[src/rtl/hc_traffic_controller.sv]
// hc_traffic_controller: highway/country-road junction lights, sensor-driven Moore FSM
module hc_traffic_controller #(
  parameter int Y2RDELAY = 3,
  parameter int R2GDELAY = 2,
  parameter int CNT_W    = 4
) (
  output logic [2:0] MAIN_SIG,
  output logic [2:0] CNTRY_SIG,
  input  logic       CAR_ON_CNTRY_RD,
  input  logic       CLOCK,
  input  logic       CLEAR
);
  localparam logic [2:0] RED    = 3'b100;
  localparam logic [2:0] YELLOW = 3'b010;
  localparam logic [2:0] GREEN  = 3'b001;
  localparam logic [CNT_W-1:0] Y_LD = CNT_W'(Y2RDELAY - 1);
  localparam logic [CNT_W-1:0] R_LD = CNT_W'(R2GDELAY - 1);
  typedef enum logic [2:0] {S0, S1, S2, S3, S4} state_t;
  state_t state;
  logic [CNT_W-1:0] cnt;
  // sequence the lamps; outputs are registered alongside each state change
  always_ff @(posedge CLOCK or posedge CLEAR) begin
    if (CLEAR) begin
      state     <= S0;
      cnt       <= '0;
      MAIN_SIG  <= GREEN;
      CNTRY_SIG <= RED;
    end else begin
      case (state)
        S0: if (CAR_ON_CNTRY_RD) begin
          state     <= S1;
          cnt       <= Y_LD;
          MAIN_SIG  <= YELLOW;
          CNTRY_SIG <= RED;
        end
        S1: if (cnt == '0) begin
          state     <= S2;
          cnt       <= R_LD;
          MAIN_SIG  <= RED;
          CNTRY_SIG <= RED;
        end else cnt <= cnt - CNT_W'(1);
        S2: if (cnt == '0) begin
          state     <= S3;
          MAIN_SIG  <= RED;
          CNTRY_SIG <= GREEN;
        end else cnt <= cnt - CNT_W'(1);
        S3: if (!CAR_ON_CNTRY_RD) begin
          state     <= S4;
          cnt       <= Y_LD;
          MAIN_SIG  <= RED;
          CNTRY_SIG <= YELLOW;
        end
        S4: if (cnt == '0) begin
          state     <= S0;
          MAIN_SIG  <= GREEN;
          CNTRY_SIG <= RED;
        end else cnt <= cnt - CNT_W'(1);
        default: begin
          state     <= S0;
          cnt       <= '0;
          MAIN_SIG  <= GREEN;
          CNTRY_SIG <= RED;
        end
      endcase
    end
  end
endmodule

[config.mk]
export PLATFORM = sky130hd
export DESIGN_NAME = hc_traffic_controller
export DESIGN_NICKNAME = d
export VERILOG_FILES = /design/src/rtl/hc_traffic_controller.sv
export SDC_FILE = /design/constraint.sdc
export NUM_CORES = 1
export LEC_CHECK = 0
export CORE_MARGIN = 8
export CORE_UTILIZATION = 45
export DETAILED_ROUTE_END_ITERATION = 12
export PLACE_DENSITY = 0.65
export SETUP_SLACK_MARGIN = 0.4
export SKIP_LAST_GASP = 1
export SYNTH_ARGS = -nofsm -noshare
export SYNTH_HDL_FRONTEND = slang
export SYNTH_SLANG_ARGS = --single-unit
[constraint.sdc]
create_clock -name CLOCK -period 2.05 [get_ports CLOCK]
set_input_delay 0.205 -clock CLOCK [delete_from_list [all_inputs] [get_ports CLOCK]]
set_output_delay 0.205 -clock CLOCK [all_outputs]
set_load 0.05 [all_outputs]
# Word-level counts from Yosys, hierarchy flattened
# Cells that the tools add are included.
op_classes:
  addsub: 1
  eq_ne: 12
  muxes: 18
  reduce_logical: 9
ops:
  columns: ["op", "n"]
  rows:
  - ["3-bit 2-to-1 mux", 10]
  - ["3-bit case mux with 4 select lines", 2]
  - ["4-bit 2-to-1 mux", 4]
  - ["4-bit case mux with 4 select lines", 1]
  - ["3-bit case mux with 5 select lines", 1]
  - ["2-bit != test, second input constant", 6]
  - ["4-bit AND reduction", 2]
  - ["3-bit by 2-bit equality test with 1-bit output, second input constant", 2]
  - ["2-bit OR reduction", 3]
  - ["5-bit AND reduction", 1]
  - ["4-bit logical NOT", 1]
  - ["2-bit by 1-bit != test with 1-bit output, second input constant", 2]
  - ["4-bit by 1-bit subtractor with 4-bit output, second input constant", 1]
  - ["3-bit by 1-bit equality test with 1-bit output, second input constant", 1]
  - ["3-bit equality test, second input constant", 1]
  - ["3-bit logical NOT", 1]
  - ["3-bit AND reduction", 1]
totals:
  register_bits: 13
  input_bits: 3
  output_inout_bits: 6

# Logic depth before layout (Yosys ltp)
depth:
  ltp_word: 4
  depth_mapped: 7
  mapped_depth_nobuf: 6

# Worst setup path after synthesis
# Ideal clock, no wire load.
synth_path:
  path_type: "register to register"
  start: "register cnt[0]"
  end: "register cnt[1]"
  arrival_time_ns: 1.774
  path_slack_ns: 0.152
  path_stages_with_launch: 7
  n_path_buf: 0
  period_less_slack_ns: 1.898
  path_cell_list: "dfrtp_1 -> inv_1 -> ha_1 -> or3b_2 -> a311oi_1 -> a311oi_1 -> a211o_1"
synth_between:
  elab_chain_len: 3
  elab_cells_between_ends: 7
  classes_between: "1 x add/sub; 1 x eq/ne; 3 x mux; 2 x reduce/logical"
synth_rtl:
  columns: ["element", "line", "text"]
  rows:
  - ["start, declared", "20", "logic [CNT_W-1:0] cnt;"]
  - ["start signal, assigned", "41", "end else cnt <= cnt - CNT_W'(1);"]
  - ["start signal, assigned", "46", "end else cnt <= cnt - CNT_W'(1);"]
  - ["start signal, assigned", "57", "end else cnt <= cnt - CNT_W'(1);"]
  - ["4-bit by 1-bit subtractor with 4-bit output or 4-bit logical NOT (tied branches)", null, null]
  - ["4-bit 2-to-1 mux, or another cell as far along", "42, 53", null]
  - ["4-bit case mux with 4 select lines or 3-bit AND reduction (tied branches)", null, null]
# Several ways; a longest one is shown, not always the timed one. The select of a mux whose other input is x is not followed.
# A chain may end at the register's enable or synchronous reset.

# Worst setup path in the final report
layout_path:
  start: "register cnt[0]"
  end: "register cnt[2]"
# Same word-level chain as after synthesis.

==> flow_metrics.py <==
metrics = {
    "status": {
        "outcome": "completed",
    },
    "clock_network": {
        "clk_latency_ns": 0.29,
        "htreeDepth": 1,
        "ctsRootBufferMaster": "clkbuf_4",
        "cts_tree": "done",
        "cts.path.max_buffers": 2,
        "cts_buffers": 3,
        "clkSinkCount": 13,
        "clk_pin_slew_ns": 0.09,
    },
    "floorplan": {
        "core_area_mm2": 0.00194,
        "die_x_um": 61.1,
        "num_rows": 16,
        "ios": 9,
        "dieArea_mm2": 0.00374,
        "start_util": 0.472,
        "die_h_um": 61.1,
    },
    "sta": {
        "fin_crit_ns": 1.83,
        "finClkSkew_ns": 0.00951,
        "setup_viol": 0,
        "finalCritPeriodShare": 0.894,
        "relSlewSlack": 0.649,
        "rsz0062_at_grt": "yes",
        "fmax_ghz": 0.546,
        "slew_violations": 0,
        "finalSetupTns_ns": 0,
        "worst_slew_pin_slew_ns": 0.526,
        "worst_slack_ns": 0.218,
        "hold_viol_final": 0,
    },
    "critical_path": {
        "cp_data_arrival_time_ns": 2.01,
        "r2r_start": "cnt[0]",
        "cp-start-kind": "register",
        "reg2reg_slack_ns": 0.22,
        "cp-end-kind": "register",
        "crit_required_ns": 2.23,
        "worstSetupPathType": "register to register",
        "r2r-end": "cnt[2]",
        "rr_worst_depth": 5,
        "crit_fanout": 4,
    },
    "global_route": {
        "antenna_found_initial": 0,
        "grt_max_degree": 22,
        "grt_use_total": 0.147,
        "grt_pass1_vias": 876,
        "gr-total-overflow": 0,
        "grt_pass1_wl_mm": 4.07,
    },
    "layout": {
        "final_cell_mix": "buf_4, dfrtp_1, a21oi_1",
        "diodes": 0,
        "drive_gt1_frac": 0.267,
        "layout_commonest_cell": "buf_4",
        "area_growth_pct": 26.3,
        "multiInputGateArea_um2": 564,
        "fill_cells": 180,
        "final_nets": 125,
        "seqCellArea_um2": 329,
    },
    "synth": {
        "synth-edff-count": 0,
        "ys_ff_latch": 13,
        "synth_warnings": 0,
        "async_reset_ff_frac": 1.00,
        "postSynthCellCount": 104,
        "syn_area_um2": 917,
        "ys_types": 45,
        "syn-num-nets": 108,
        "synthFlopType": "dfrtp_1",
        "synth-seq-area-share": 0.357,
        "postSynthAreaPerCell_um2": 8.82,
    },
    "drt": {
        "highest_layer": "met4",
        "wl_met2_mm": 1.04,
        "drt-pass1-iter-count": 4,
        "drtIter0Drc": 44,
        "drc": 0,
        "wl_mm": 2.33,
        "route.antenna.remaining_nets": 0,
        "wl_per_cell_um": 15.8,
        "wl_met3_um": 91,
        "vias_per_cell": 6.00,
        "vias": 882,
        "wl_met1_mm": 1.16,
    },
    "power_and_ir_drop": {
        "power_leakage_uw": 0.000476,
        "power_density_mw_per_mm2": 1830,
        "ir_worst_vdd_mv": 0.927,
        "power_uw": 2120,
    },
    "placement": {
        "io_buffer_count": 8,
        "dp.final_hpwl_mm": 1.57,
        "place.gp.congestion": 0.914,
        "dp_slack_ns": 0.101,
    },
    "run": {
        "cap_violations": 0,
    },
    "hold_path": {
        "hold_path.class": "primary input to asynchronous set/reset pin",
    },
}
[power by group]
group | switching, µW | total (µW) | internal (µW)
registers | 110 | 489 | 379
clock network | 90.4 | 166 | 75.6
logic | 793 | 1470 | 675
total | 993 | 2120 | 1130
[sequential cells by signal (all words and copies together) (netlist names)]
name and cells:
state 3, MAIN_SIG 3, CNTRY_SIG 3, cnt 4
[cell type report]
type	instances	share of cell area
Inverter	7	0.0259
Sequential cell	13	0.284
Tap cell	27	0.0292
Clock buffer	4	0.0227
Timing Repair Buffer	20	0.151
Multi-Input combinational cell	76	0.487
[per-layer routing]
metal,up-vias,track usage
li1,433,-
met1,423,0.185
met2,22,0.224
met3,4,0.0313
met4,0,0.0897
met5,-,0
[metrics by stage]
stage / cell area, µm² / instances / hold WS (ns) / util
after floorplan: 928 / 104 / 0.0805 / -
after global placement: 1070 / 138 / 0.480 / 0.553
after detailed placement: 1070 / 138 / 0.473 / 0.553
after CTS: 1130 / 145 / 0.275 / 0.581
after global routing: 1160 / 147 / 0.309 / 0.597
final: 1160 / 147 / 0.254 / 0.597
[worst max path at each step]
stage	end	depth (start not counted)	start	slack, ns
floorplan	cnt[2]	5	cnt[0]	0.20
global placement	cnt[2]	5	cnt[0]	0.16
detailed placement	cnt[2]	5	cnt[0]	0.10
CTS	cnt[2]	5	cnt[0]	0.21
global route	cnt[2]	5	cnt[0]	0.16
finish	cnt[2]	5	cnt[0]	0.22
[what timing repair did]
item,4_1_cts,5_1_grt
pin swaps,3,4
buffers inserted,3,2
setup endpoints to repair,15,9
hold buffers,0,0
resized for setup,10,4
[logic make-up after synthesis]
group                    Yosys count  synth area share
flip-flops                        13             0.357
buffers and inverters             15            0.0655
adder cells (fa/ha/maj)            2            0.0246
AO/OA/AOI/OAI                     41             0.321
AND/OR/NAND/NOR                   31             0.213
XOR/XNOR                           2            0.0191
[critical path, stage by stage (launching register included)]
cell and delay (ns):
dfrtp_1 0.41, inv_2 0.09, ha_4 0.15, or4b_4 0.46, a311o_1 0.38, a32o_1 0.23
[synthesized netlist by cell type, types with 2 or more instances]
cell type,number,share of area
a21oi_1,7,0.038
a221oi_1,2,0.019
a2bb2oi_1,2,0.019
a311oi_1,3,0.029
a31oi_1,2,0.014
buf_1,2,0.0082
buf_2,3,0.016
clkbuf_1,3,0.012
dfrtp_1,11,0.30
dfstp_2,2,0.057
inv_1,6,0.025
nand2_1,3,0.012
nand2b_1,3,0.020
nand3_1,3,0.016
nor2_1,5,0.020
nor3_1,2,0.011
nor3b_1,2,0.016
o211ai_1,2,0.016
o21ai_0,6,0.033
o22ai_1,5,0.034
o2bb2ai_1,2,0.019
or3_1,2,0.014
or3b_1,2,0.019
or3b_2,3,0.029
No activity file was read; power rests on OpenSTA's default activity.
